**config.mk**
```make
export PLATFORM = sky130hd
export DESIGN_NAME = seg_bus_capture
export DESIGN_NICKNAME = d
export VERILOG_FILES = /design/src/rtl/seg_bus_pkg.sv /design/src/rtl/seg2bin.sv /design/src/rtl/seg_bus_capture.sv
export SDC_FILE = /design/constraint.sdc
export NUM_CORES = 1
export LEC_CHECK = 0
export BUFFER_PORTS_ARGS = -buffer_cell sky130_fd_sc_hd__buf_2
export CORE_MARGIN = 4
export CORE_UTILIZATION = 40
export DETAILED_ROUTE_END_ITERATION = 10
export PLACE_DENSITY = 0.65
export RECOVER_POWER = 25
export SLEW_MARGIN = 20
export SYNTH_ARGS = -nofsm -noshare
export SYNTH_HDL_FRONTEND = slang
export SYNTH_SLANG_ARGS = --single-unit
```
**constraint.sdc**
```tcl
create_clock -name clk -period 3.3 [get_ports clk]
set_input_delay 0.66 -clock clk [delete_from_list [all_inputs] [get_ports clk]]
set_output_delay 0.66 -clock clk [all_outputs]
set_load 0.05 [all_outputs]
```
**src/rtl/seg_bus_pkg.sv**
```systemverilog
// Shared 7-segment constants (active-low, bit6=a .. bit0=g) for the display
// encoder and the capture path.
package seg_bus_pkg;

    localparam int NUM_DIGITS = 4;

    localparam logic [3:0] CODE_BLANK = 4'hF;

    localparam logic [6:0] SEG_0     = 7'b0000001;
    localparam logic [6:0] SEG_1     = 7'b1001111;
    localparam logic [6:0] SEG_2     = 7'b0010010;
    localparam logic [6:0] SEG_3     = 7'b0000110;
    localparam logic [6:0] SEG_4     = 7'b1001100;
    localparam logic [6:0] SEG_5     = 7'b0100100;
    localparam logic [6:0] SEG_6     = 7'b0100000;
    localparam logic [6:0] SEG_7     = 7'b0001111;
    localparam logic [6:0] SEG_8     = 7'b0000000;
    localparam logic [6:0] SEG_9     = 7'b0000100;
    localparam logic [6:0] SEG_BLANK = 7'b1111111;

endpackage

```
**src/rtl/seg2bin.sv**
```systemverilog
// Combinational 7-segment to BCD decoder; blank and unknown patterns both
// yield CODE_BLANK, only unknown ones flag illegal.
module seg2bin
    import seg_bus_pkg::*;
(
    input  logic [6:0] seg,
    output logic [3:0] code,
    output logic       blank,
    output logic       illegal
);

    always_comb begin
        code    = CODE_BLANK;
        blank   = 1'b0;
        illegal = 1'b0;
        case (seg)
            SEG_0:     code = 4'd0;
            SEG_1:     code = 4'd1;
            SEG_2:     code = 4'd2;
            SEG_3:     code = 4'd3;
            SEG_4:     code = 4'd4;
            SEG_5:     code = 4'd5;
            SEG_6:     code = 4'd6;
            SEG_7:     code = 4'd7;
            SEG_8:     code = 4'd8;
            SEG_9:     code = 4'd9;
            SEG_BLANK: blank = 1'b1;
            default:   illegal = 1'b1;
        endcase
    end

endmodule

```
**src/rtl/seg_bus_capture.sv**
```systemverilog
// Captures a multiplexed active-low 4-digit 7-segment bus back into BCD,
// accepting each digit only after it has been stable for STABLE_CYCLES.
module seg_bus_capture
    import seg_bus_pkg::*;
#(
    parameter int STABLE_CYCLES = 4,
    parameter int CNT_W         = 4
) (
    input  logic        clk,
    input  logic        rst,
    input  logic [3:0]  an_in,
    input  logic [7:0]  seg_in,
    output logic [15:0] bcd_out,
    output logic        frame_valid,
    output logic        frame_err
);

    localparam logic [CNT_W-1:0] STABLE_CNT = CNT_W'(STABLE_CYCLES);

    logic [10:0]                 sample;
    logic [10:0]                 prev_reg;
    logic [CNT_W-1:0]            cnt_reg, cnt_next;
    logic                        captured_reg, captured_next;
    logic [NUM_DIGITS-1:0]       done_reg, done_next, done_merged;
    logic [NUM_DIGITS-1:0]       sel;
    logic                        legal, mismatch, capture, frame_done;

    logic [NUM_DIGITS-1:0][3:0]  slot_code_reg, frame_code;
    logic [NUM_DIGITS-1:0]       slot_err_reg, frame_errs;
    logic [NUM_DIGITS-1:0][3:0]  bcd_reg;
    logic                        frame_valid_reg, frame_err_reg;

    logic [3:0]                  dec_code, seg_code;
    logic                        dec_blank, dec_illegal;

    seg2bin u_seg2bin (
        .seg     (seg_in[6:0]),
        .code    (dec_code),
        .blank   (dec_blank),
        .illegal (dec_illegal)
    );

    assign seg_code = dec_blank ? CODE_BLANK : dec_code;
    assign sample   = {an_in, seg_in[6:0]};
    assign sel      = ~an_in;
    assign legal    = ($countones(sel) == 1);
    assign mismatch = (sample != prev_reg);

    // A broken run (new pair or illegal selection) re-arms capture; the
    // capture test uses the re-armed flag so STABLE_CYCLES=1 works.
    always_comb begin
        cnt_next      = cnt_reg;
        captured_next = captured_reg;
        capture       = 1'b0;
        if (!legal) begin
            cnt_next      = '0;
            captured_next = 1'b0;
        end else begin
            if (mismatch) begin
                cnt_next      = CNT_W'(1);
                captured_next = 1'b0;
            end else if (cnt_reg != STABLE_CNT) begin
                cnt_next = cnt_reg + 1'b1;
            end
            if ((cnt_next == STABLE_CNT) && !captured_next) begin
                capture       = 1'b1;
                captured_next = 1'b1;
            end
        end
    end

    // Slot contents merged with the digit captured this cycle, so the frame
    // that completes on this edge already includes it.
    generate
        for (genvar gi = 0; gi < NUM_DIGITS; gi++) begin : g_slot
            assign frame_code[gi] = (capture && sel[gi]) ? seg_code : slot_code_reg[gi];
            assign frame_errs[gi] = (capture && sel[gi]) ? dec_illegal : slot_err_reg[gi];
        end
    endgenerate

    assign done_merged = capture ? (done_reg | sel) : done_reg;
    assign frame_done  = capture && (&done_merged);
    assign done_next   = frame_done ? '0 : done_merged;

    always_ff @(posedge clk) begin
        if (rst) begin
            prev_reg        <= '0;
            cnt_reg         <= '0;
            captured_reg    <= 1'b0;
            done_reg        <= '0;
            slot_code_reg   <= '0;
            slot_err_reg    <= '0;
            bcd_reg         <= '0;
            frame_valid_reg <= 1'b0;
            frame_err_reg   <= 1'b0;
        end else begin
            prev_reg        <= sample;
            cnt_reg         <= cnt_next;
            captured_reg    <= captured_next;
            done_reg        <= done_next;
            slot_code_reg   <= frame_code;
            slot_err_reg    <= frame_errs;
            frame_valid_reg <= frame_done;
            if (frame_done) begin
                bcd_reg       <= frame_code;
                frame_err_reg <= |frame_errs;
            end
        end
    end

    assign bcd_out     = bcd_reg;
    assign frame_valid = frame_valid_reg;
    assign frame_err   = frame_err_reg;

endmodule

```
### Word-level counts from Yosys, hierarchy flattened

Index checks and enable logic that the tools add are counted.

| operators by class | value |
|---|---|
| multiplexer cells | 21 |
| bitwise logic cells | 3 |
| reduce and logical (&&, ||, !) cells | 13 |
| eq/ne operators | 14 |
| add/sub/neg operators | 4 |

Operator list:

| operator | number |
|---|---|
| $pmux W4 S10 | 1 |
| $mux W4 | 9 |
| $eq A7 B7 Y1 const B | 3 |
| $eq A7 B3 Y1 const B | 2 |
| $eq A7 B6 Y1 const B | 2 |
| $mux W1 | 11 |
| $ne A11 B11 Y1 | 1 |
| $reduce_or A11 Y1 | 1 |
| $eq A7 B1 Y1 const B | 1 |
| $eq A7 B4 Y1 const B | 1 |
| $eq A7 B5 Y1 const B | 1 |
| $logic_not A7 Y1 | 1 |
| $logic_and A1 B1 Y1 | 6 |
| $add A1 B1 Y2 | 2 |
| $add A4 B1 Y4 const B | 1 |
| $eq A4 B3 Y1 const B | 1 |
| $ne A4 B3 Y1 const B | 1 |
| $not A4 Y4 | 1 |
| $or A4 B4 Y4 | 1 |
| $reduce_and A4 Y1 | 1 |
| $reduce_or A2 Y1 | 2 |
| $reduce_or A4 Y1 | 1 |
| $add A2 B2 Y3 | 1 |
| $eq A3 B1 Y1 const B | 1 |
| other kinds (2) | 2 |

| word-level totals | value |
|---|---|
| output and inout bits | 18 |
| bits of input ports | 14 |
| logic and storage cells | 70 |
| register bits after elaboration | 58 |

### Depth between registers and ports, before layout

Gate-level depths: netlist of run 1.

| depth | value |
|---|---|
| word-level depth | 13 |
| gate-level depth with buffers | 12 |
| mapped depth without buffers | 9 |

### Cells and area by module

A second synthesis of run 1 with hierarchy kept.

| second synthesis, totals | value |
|---|---|
| cells, all modules | 286 |
| area, all modules | 2,637.5 µm² |

By module, submodules not included:

| module | seq. area each (µm²) | cells an instance | area an instance (µm²) | instances |
|---|---|---|---|---|
| seg_bus_capture | 1,161.1 | 247 | 2,349.8 | 1 |
| seg2bin | 0.0 | 39 | 287.8 | 1 |

### Least setup slack after synthesis of run 1

OpenSTA, ideal clock, no wires.

| timing path | value |
|---|---|
| path kind | input-to-reg |
| from | in an_in[0] |
| to | reg bcd_reg, in the netlist bcd_out[10] |
| buffers on the path | 2 |
| data required time | 3.180 ns |
| slack | -0.163 ns |
| arrival time | 3.343 ns |
| cell stages on the path | 11 |
| setup time | 0.120 ns |
| cells stage by stage | fa_1 > inv_1 > ha_1 > ha_1 > or3b_1 > or3_1 > buf_2 > or4_1 > buf_6 > mux2i_1 > o2bb2ai_1 |

| on the way | value |
|---|---|
| cells in the longest elaborated chain, start to end | 10 |
| elaborated cells on any way between the ends | 20 |
| those cells by class | add/sub: 2; eq/ne: 3; mux: 8; bitwise: 2; reduce/logical: 5 |

Ends and longest elaborated chain:

| element | RTL line | text |
|---|---|---|
| start: declaration | seg_bus_capture.sv:11 | `input logic [3:0] an_in,` |
| $ne A11 B11 Y1 | seg_bus_capture.sv:47 | `assign mismatch = (sample != prev_reg);` |
| $mux W4 / $mux W1 (equally long branches) | seg_bus_capture.sv:59 | `if (mismatch) begin` |
| $mux W4 / $mux W1 (equally long branches) | seg_bus_capture.sv:55 | `if (!legal) begin` |
| $eq A4 B3 Y1 / $logic_not A1 Y1 (equally long branches) | seg_bus_capture.sv:65 | `if ((cnt_next == STABLE_CNT) && !captured_next) begin` |
| $logic_and A1 B1 Y1 | seg_bus_capture.sv:65 |  |
| $mux W1 | seg_bus_capture.sv:65 |  |
| $mux W1 | seg_bus_capture.sv:55 |  |
| $mux W4 | seg_bus_capture.sv:81 | `assign done_merged = capture ? (done_reg \| sel) : done_reg;` |
| $reduce_and A4 Y1 | seg_bus_capture.sv:82 | `assign frame_done = capture && (&done_merged);` |
| $logic_and A1 B1 Y1 | seg_bus_capture.sv:82 |  |
| end signal: assignment | seg_bus_capture.sv:105 | `bcd_reg <= frame_code;` |
| end: declaration | seg_bus_capture.sv:30 | `logic [NUM_DIGITS-1:0][3:0] bcd_reg;` |

Parallel ways exist; a longest one is shown, timed or not. The select of a mux whose other input is x is not followed.
A chain may end at the register's enable or synchronous reset.

### Final worst setup path of run 1

| timing path | value |
|---|---|
| from | in an_in[0] |
| to | reg bcd_reg, in the netlist bcd_out[12] |

The elaborated chain is that of the path after synthesis.

==> results of run 1 <==
[cell usage after synthesis (3+ instances only)]
cell type	n
dfxtp_1	58
nor2_1	27
mux2i_1	20
o2bb2ai_1	16
inv_1	12
clkbuf_1	11
xor2_1	11
nor2b_1	9
a211oi_1	8
nor3_1	7
or4_1	6
buf_2	5
a21oi_1	4
ha_1	4
nor4_1	4
a22oi_1	3
and3_1	3
buf_6	3
nand2_1	3
nand3b_1	3
nand4_1	3
o21ai_0	3
o22ai_1	3
or3_1	3
[final cells by class]
| type | instances | share of cell area, % |
|---|---|---|
| clock buffers | 10 | 4.18 |
| multi-input cells | 168 | 43.2 |
| flip-flops and latches | 58 | 38.0 |
| repair buffers | 42 | 7.79 |
| inverters | 12 | 1.48 |
| well taps | 75 | 3.07 |
| clock inverters | 6 | 2.21 |
[logic make-up after synthesis]
logic type,Yosys count
AOI/OAI and AO/OA,48
adders and majority gates,5
muxes,20
and+or+nand+nor,82
DFF,58
xor gates and xnor gates,13
buffers and inverters,33
[stage by stage]
step	total power [mW]	hold WS, ns	setup TNS (ns)	worst slack, ns
floorplan	0.803	0.434	-4.55	-0.145
global placement	0.834	0.443	-12.26	-0.364
detailed placement	0.835	0.441	-13.04	-0.376
CTS	1.47	0.465	0	0.0224
global route	1.53	0.478	-0.0932	-0.0234
finish	1.46	0.462	0	0.0413
[metal layers]
metal	vias up	GRT usage (%)	share of wire (%)
li1	996	-	-
met1	900	18.8	48
met2	52	23.2	45
met3	9	5.55	5.1
met4	0	6.14	1.7
met5	-	0	0
[worst paths after layout]
path                               endpoint  cells past startpoint  slack, ns
worst max-delay path            bcd_out[12]                     10       0.04
worst min-delay path             bcd_out[4]                      1       0.46
worst max register to register  bcd_out[12]                      8       0.94
worst min register to register   bcd_out[4]                      1       0.46
[worst max-delay path, stage by stage]
cell	delay, ns
buf_6	0.10
fa_1	0.52
inv_1	0.05
ha_2	0.18
ha_4	0.20
or3b_4	0.37
or3_4	0.42
or4_1	0.64
mux2i_1	0.25
o2bb2ai_1	0.10
[timing repair]
action	CTS	global route
endpoints found under the setup margin	11	29
hold buffers	0	0
pin swaps	1	8
gates resized for setup	2	16
[report_power, final]
| part | total, mW | switching [mW] | internal, mW |
|---|---|---|---|
| Clock | 0.630 | 0.281 | 0.349 |
| Sequential | 0.713 | 0.00467 | 0.709 |
| Combinational | 0.117 | 0.0691 | 0.0483 |
==> impl_metrics.csv, run 1 <==
group,metric,value,unit
status,status,"finished, final reports clean",
timing,relSlewSlack,40.8,%
detailed_routing,vias_per_cell,5.27,
clock_network,cts_tree,"yes",
synth,synth-compound-area-share,14.4,%
worst_setup_path,end_kind,"flip-flop",
die,io_pins,32,
clock_network,cts_buffer_depth,2,
final_layout,nets,310,
final_layout,antenna_cells,0,
synth,syn_inst,259,
timing,period_share,98.7,%
synth,synthAdderAreaFrac,2.76,%
final_layout,areaGrowthSynthToFinish,20.2,%
worst_setup_path,crit_type,"in2reg",
clock_network,cts.clk_slew.worst_paths,0.07,ns
synth,yosysTopAreaCell,"dfxtp_1",
grt,grt_pass1_vias,1900,
final_layout,drive_above_1_share,23.3,%
detailed_routing,drt-pass1-iter-count,4,
clock_network,cts-buffers-inserted,9,
clock_network,insertion_delay,0.34,ns
synth,synth_top_family_by_area,"simple AND/OR/NAND/NOR gates",
job,drv_cap,0,
place,post-place-cells,355,
pwr,vdd_drop_max,0.386,mV
detailed_routing,post-route-drc-count,0,
synth,synth-async-reset-ratio,0,%
die,core,6030,um2
worst_setup_path,worst-path-max-fanout,7,
die,start_util,42.2,%
timing,clock_skew,0.00951,ns
pwr,power.density,478,nW/um2
final_layout,fin_cells,371,
grt,track_usage,15.0,%
detailed_routing,first_iter_violations,102,
synth,ys.flop_type,"dfxtp_1",
synth,yosys_warnings,0,
final_layout,final-seq-area,1160,um2
clock_network,root_buffer,"clkbuf_8",
place,routabilityCongestion,0.775,
worst_hold_path,hold_class,"reg2reg",
die,dieArea,7690,um2
worst_setup_path,cp-start-kind,"input pin",
timing,finalHoldViolCount,0,
synth,yosys_register_bits,58,
final_layout,final_area,3050,um2
synth,synth_seq_area_share,45.7,%
clock_network,cts_setup_buffers,0,
final_layout,layout_commonest_cell,"dfxtp_1",
die,fp-row-count,28,
timing,finalSetupViolCount,0,
timing,fmax,307,MHz
worst_hold_path,hp-start,"bcd_out[4]",
synth,ys_top_cells_by_area,"dfxtp_1, mux2i_1, o2bb2ai_1",
die,die_h,87.7,um
synth,yosysTopAreaCellShare,45.7,%
synth,ys_types,47,
pwr,leakagePower,1.29,nW
timing,worstMarginPinSlew,0.883,ns
synth,synth-edff-count,0,
place,io_buffers,30,
detailed_routing,routed_wl,5230,um
synth,yosys.area_share.simple,18.7,%
clock_network,cts.sinks,58,
timing,rsz0062_at_grt,"true",
synth,syn-num-nets,278,
die,die_x,87.7,um
synth,synth.mux.area_fraction,7.88,%
final_layout,fill_cells,579,
final_layout,multiInputGateArea,1320,um2
clock_network,htree_levels,3,
detailed_routing,num_vias,1957,
grt,grt_overflow,0,
detailed_routing,wl_per_cell,14.1,um
synth,avgSynthCellArea,9.81,um2
worst_setup_path,worstPathArrival,3.49,ns
grt,antenna_found_initial,0,
grt,grt_pass1_wl,8850,um
grt,grt_max_degree,28,
worst_setup_path,r2r_start,"cnt_reg[0]",
place,dpl_cell_area,2780,um2
place,dpl.hpwl,3590,um
timing,slew_viol_final,0,
worst_setup_path,crit_required,3.53,ns
detailed_routing,antenna_left,0,
synth,yosys.area_share.xor_xnor,4.48,%
worst_setup_path,crit_path_start,"an_in[0]",
final_layout,final_cell_mix,"dfxtp_1, nor2_1, buf_2",
synth,synthesis.area,2540,um2
final_layout,final_util,50.7,%
timing,fin_crit,3.26,ns
Power figures use the tool's default switching activity.
==> run 2, diff against run 1 <==
--- a/config.mk
+++ b/config.mk
@@ -11,6 +11,7 @@
 export DETAILED_ROUTE_END_ITERATION = 10
 export PLACE_DENSITY = 0.65
 export RECOVER_POWER = 25
+export REMOVE_ABC_BUFFERS = 1
 export SLEW_MARGIN = 20
 export SYNTH_ARGS = -nofsm -noshare
 export SYNTH_HDL_FRONTEND = slang
==> run 2 against run 1 <==
Compared with the run above: the flow now finishes with violations (setup timing); sequential power about the same; final area increased by 3.5%; maximum frequency down 2.4%; sequential cell count did not move; sequential share of layout area decreased by 1.3 points; non-clock buffer count up 1; worst hold slack got worse by 0.0031 ns; first-iteration DRC count rose by 14%; combinational power about the same; global-route usage is 0.19 points higher; clock-buffer cell count is 1 lower; largest power group unchanged.
==> impl_metrics.csv, run 2 (same netlist as run 1, synthesis figures left out) <==
group,metric,value,unit
die,dieArea,7690,um2
worst_setup_path,worstPathArrival,3.60,ns
detailed_routing,vias_per_cell,5.35,
detailed_routing,first_iter_violations,116,
grt,grt_overflow,0,
grt,grt_pass1_wl,8940,um
timing,fin_crit,3.34,ns
pwr,p_int,1.11,mW
worst_hold_path,hold_class,"reg2reg",
worst_setup_path,end_kind,"flip-flop",
worst_setup_path,cp-start-kind,"input pin",
final_layout,areaGrowthSynthToFinish,24.4,%
place,dpl_cell_area,2770,um2
timing,rsz0062_at_grt,"true",
die,fp-row-count,28,
pwr,vdd_drop_max,0.290,mV
pwr,p_sw_share,25.7,%
final_layout,final-seq-area,1160,um2
final_layout,fill_cells,557,
worst_setup_path,crit_path_start,"an_in[3]",
clock_network,cts_tree,"yes",
pwr,leakagePower,1.32,nW
detailed_routing,drt-pass1-iter-count,4,
clock_network,cts.clk_slew.worst_paths,0.07,ns
final_layout,multiInputGateArea,1390,um2
timing,clock_skew,0.00819,ns
clock_network,cts_hold_buf,0,
pwr,p_comb_share,8.0,%
timing,finalSetupViolCount,5,
clock_network,htree_levels,3,
pwr,pwr-share-clk,44.3,%
place,dpl.hpwl,3560,um
grt,grt_max_degree,22,
worst_setup_path,reg2regPathDepth,9,
clock_network,root_buffer,"clkbuf_8",
final_layout,final_area,3160,um2
job,drv_cap,0,
pwr,seq_power_share,47.7,%
pwr,p_switching,0.383,mW
detailed_routing,post-route-drc-count,0,
timing,holdWs,0.459,ns
final_layout,antenna_cells,0,
timing,period_share,101,%
timing,relSlewSlack,43.0,%
die,core,6030,um2
die,die_x,87.7,um
timing,worstMarginPinSlew,0.855,ns
clock_network,cts_buffer_depth,2,
status,violations,"setup timing",
detailed_routing,antenna_left,0,
worst_setup_path,crit_required,3.57,ns
detailed_routing,wl_per_cell,14.6,um
worst_setup_path,cp-endpoint,"bcd_out[5]",
pwr,power.density,473,nW/um2
worst_setup_path,r2r_setup_slack,0.84,ns
worst_setup_path,r2r_start,"cnt_reg[0]",
timing,slew_viol_final,0,
place,routabilityCongestion,0.789,
final_layout,final_cell_mix,"dfxtp_1, nor2_1, buf_2",
timing,fmax,300,MHz
detailed_routing,num_vias,1990,
timing,finalHoldViolCount,0,
grt,track_usage,15.2,%
worst_setup_path,worst-path-max-fanout,7,
die,die_h,87.7,um
final_layout,drive_above_1_share,27.3,%
worst_hold_path,hp-start,"bcd_out[0]",
final_layout,layout_commonest_cell,"dfxtp_1",
status,status,"finished with violations",
place,io_buffers,30,
clock_network,cts_setup_buffers,0,
final_layout,nets,311,
grt,grt_pass1_vias,1879,
clock_network,cts.sinks,58,
clock_network,insertion_delay,0.34,ns
timing,setup_ws,-0.0374,ns
die,start_util,42.2,%
grt,antenna_found_initial,0,
die,io_pins,32,
worst_setup_path,r2r-end,"bcd_out[5]",
detailed_routing,routed_wl,5440,um
clock_network,cts-buffers-inserted,9,
worst_setup_path,crit_type,"in2reg",
[run 2: cell types whose count changed in the layout (fill, tap and decap cells not counted), moves of 2 or more]
cell | before | now
buf_12 | 0 | 2
buf_2 | 22 | 25
buf_4 | 12 | 10
clkbuf_1 | 8 | 5
mux2i_1 | 14 | 11
mux2i_4 | 2 | 6
nor2_1 | 27 | 25
nor2_2 | 0 | 2
o2bb2ai_1 | 14 | 12
o2bb2ai_2 | 2 | 4
[run 2: per-stage QoR]
step,util [%],TNS [ns],worst slack (ns),total power [mW],instances
global placement,46.0,-14.15,-0.392,0.834,356
CTS,49.6,0,0.00262,1.50,372
finish,52.5,-0.0647,-0.0374,1.49,372
floorplan,-,-5.00,-0.206,0.783,238
global route,52.5,-0.652,-0.115,1.56,372
detailed placement,46.0,-15.31,-0.429,0.837,356
[run 2: worst min path at each step]
stage	endpoint	cells after the start
after floorplan	done_reg[2]	2
after global placement	bcd_out[8]	1
after detailed placement	bcd_out[4]	1
after CTS	bcd_out[4]	1
after global routing	bcd_out[14]	1
final	bcd_out[0]	1
[run 2: area by class of cell]
class                           count  area share, %
Multi-Input combinational cell    168           43.9
Clock buffer                        9           3.92
Timing Repair Buffer               43           8.55
Clock inverter                      7           2.49
Sequential cell                    58           36.7
Inverter                           12           1.43
Tap cell                           75           2.97
[run 2: timing repair]
item	4_1_cts	5_1_grt
cloned	0	0
endpoints found under the setup margin	26	35
resized for setup	4	34
pin swaps	0	13
[run 2: power by group through the flow]
stage	clock network (mW)	logic, mW	registers [mW]
3_5_place_dp	0	0.108	0.729
5_1_grt	0.709	0.135	0.713
2_1_floorplan	0	0.0544	0.728
4_1_cts	0.677	0.113	0.713
6_report	0.661	0.120	0.713
3_3_place_gp	0	0.105	0.729
[run 2: worst max-delay path, cell delays in order]
cell and delay (ns):
buf_6 0.10, fa_1 0.52, inv_1 0.04, ha_2 0.17, ha_4 0.20, or3b_4 0.39, or3_4 0.42, or4_4 0.56
buf_12 0.17, mux2i_4 0.18, o2bb2ai_1 0.18
[run 2: routing by layer]
metal / share of wire [%] / vias up / wire length [um] / GRT usage, %
met5: 0 / - / 0 / 0
met4: 2.3 / 0 / 123 / 7.11
met3: 5.1 / 11 / 278 / 4.42
met2: 47 / 51 / 2540 / 22.9
met1: 46 / 929 / 2500 / 19.9
li1: - / 999 / - / -
==> run 3, diff against run 2 <==
--- a/config.mk
+++ b/config.mk
@@ -6,6 +6,7 @@
 export NUM_CORES = 1
 export LEC_CHECK = 0
 export BUFFER_PORTS_ARGS = -buffer_cell sky130_fd_sc_hd__buf_2
+export CORE_ASPECT_RATIO = 0.75
 export CORE_MARGIN = 4
 export CORE_UTILIZATION = 40
 export DETAILED_ROUTE_END_ITERATION = 10
@@ -16,3 +17,4 @@
 export SYNTH_ARGS = -nofsm -noshare
 export SYNTH_HDL_FRONTEND = slang
 export SYNTH_SLANG_ARGS = --single-unit
+export TNS_END_PERCENT = 5
==> run 3 against run 2 <==
Compared with the run above: the flow still finishes with violations (setup timing); wire length down 0.79%; combinational power about the same; sequential cell count unchanged; highest routed layer unchanged.
==> impl_metrics.csv, run 3 (same netlist as run 1, synthesis figures left out) <==
group,metric,value,unit
status,status,"finished with violations",
status,violations,"setup timing",
worst_setup_path,reg2regPathDepth,9,
place,dpl.hpwl,3670,um
job,drv_cap,0,
timing,period_share,101,%
pwr,p_sw_share,25.2,%
die,io_pins,32,
pwr,vdd_drop_max,0.359,mV
final_layout,antenna_cells,0,
clock_network,insertion_delay,0.34,ns
pwr,p_int,1.05,mW
clock_network,cts_buffer_depth,2,
detailed_routing,vias_per_cell,5.28,
timing,holdWs,0.457,ns
timing,worstMarginPinSlew,0.796,ns
timing,slew_viol_final,0,
worst_setup_path,r2r_setup_slack,0.90,ns
grt,grt_pass1_vias,1884,
clock_network,cts_hold_buf,0,
final_layout,fin_cells,375,
clock_network,cts.sinks,58,
grt,grt_pass1_wl,8830,um
grt,grt_overflow,0,
grt,antenna_found_initial,0,
final_layout,areaGrowthSynthToFinish,24.2,%
pwr,leakagePower,1.33,nW
clock_network,root_buffer,"clkbuf_8",
die,fp-row-count,24,
pwr,pwr-share-clk,40.2,%
place,dpl_cell_area,2790,um2
timing,finalSetupViolCount,7,
grt,grt_max_degree,40,
worst_setup_path,worstPathArrival,3.60,ns
pwr,power.density,443,nW/um2
die,die_x,100,um
detailed_routing,antenna_left,0,
timing,relSlewSlack,46.6,%
final_layout,final_cell_mix,"dfxtp_1, nor2_1, buf_2",
worst_hold_path,whs_path_depth,1,
clock_network,cts_tree,"yes",
pwr,p_switching,0.352,mW
final_layout,fill_cells,548,
place,post-place-cells,359,
detailed_routing,routed_wl,5400,um
detailed_routing,num_vias,1981,
worst_hold_path,hold_class,"reg2reg",
worst_setup_path,worst-path-max-fanout,7,
die,start_util,42.5,%
place,io_buffers,30,
worst_setup_path,cp-start-kind,"input pin",
pwr,power.total,1.40,mW
detailed_routing,wl_per_cell,14.4,um
worst_setup_path,crit_type,"in2reg",
pwr,p_comb_share,8.8,%
clock_network,cts-buffers-inserted,9,
die,die_h,77.0,um
worst_setup_path,crit_required,3.57,ns
final_layout,nets,311,
timing,fin_crit,3.33,ns
timing,finalHoldViolCount,0,
die,dieArea,7700,um2
final_layout,drive_above_1_share,27.3,%
timing,setup_ws,-0.0292,ns
timing,tns,-0.0729,ns
timing,rsz0062_at_grt,"true",
timing,fmax,300,MHz
detailed_routing,first_iter_violations,79,
final_layout,final_area,3160,um2
clock_network,htree_levels,3,
final_layout,layout_commonest_cell,"dfxtp_1",
clock_network,cts.clk_slew.worst_paths,0.06,ns
pwr,seq_power_share,51.0,%
die,core,5980,um2
clock_network,cts_setup_buffers,0,
detailed_routing,drt-pass1-iter-count,4,
grt,track_usage,14.7,%
worst_setup_path,end_kind,"flip-flop",
place,routabilityCongestion,0.816,
timing,clock_skew,0.00936,ns
detailed_routing,post-route-drc-count,0,
-- run 3: worst paths after layout --
kind | start | endpoint
worst min register to register | bcd_out[7] | bcd_out[7]
worst max-delay path | an_in[3] | bcd_out[11]
worst max register to register | cnt_reg[0] | bcd_out[11]
worst min-delay path | bcd_out[7] | bcd_out[7]
-- run 3: what timing repair did --
| action | in CTS | in global routing |
|---|---|---|
| gates resized for setup | 1 | 36 |
| endpoints found under the setup margin | 28 | 38 |
| pin swaps | 0 | 14 |
-- run 3: area by class of cell --
cell class	instances	area [um2]	share of cell area [%]
Tap cell	78	97.6	3.09
Clock inverter	5	30.0	0.952
Clock buffer	11	141	4.48
Inverter	12	45.0	1.43
Sequential cell	58	1160	36.8
Multi-Input combinational cell	168	1400	44.3
Timing Repair Buffer	43	284	9.00
-- run 3: per-stage QoR --
stage          setup WS (ns)  utilization [%]
5_1_grt              -0.0994             52.8
6_report             -0.0292             52.8
4_1_cts              -0.0144             49.6
2_1_floorplan         -0.206                -
3_3_place_gp          -0.401             46.7
3_5_place_dp          -0.411             46.7
-- run 3: worst max-delay path, stage by stage --
cell and delay [ns]:
buf_6 0.10, fa_1 0.53, inv_1 0.04, ha_2 0.18, ha_4 0.21, or3b_4 0.39, or3_4 0.42, or4_4 0.56
buf_12 0.17, mux2i_4 0.19, o2bb2ai_2 0.15
-- run 3: layer usage --
metal / track usage, % / part of all wire [%] / up-vias
li1: - / - / 1000
met1: 20.7 / 51 / 932
met2: 20.5 / 43 / 43
met4: 6.46 / 1.7 / 0
met3: 4.62 / 4.4 / 6
met5: 0 / 0 / -
-- run 3: power groups by stage --
stage          clock (mW)  sequential (mW)  combinational [mW]
6_report            0.563            0.713               0.123
5_1_grt             0.609            0.714               0.135
4_1_cts             0.579            0.713               0.112
3_5_place_dp            0            0.729               0.108
3_3_place_gp            0            0.729               0.106
2_1_floorplan           0            0.728              0.0544
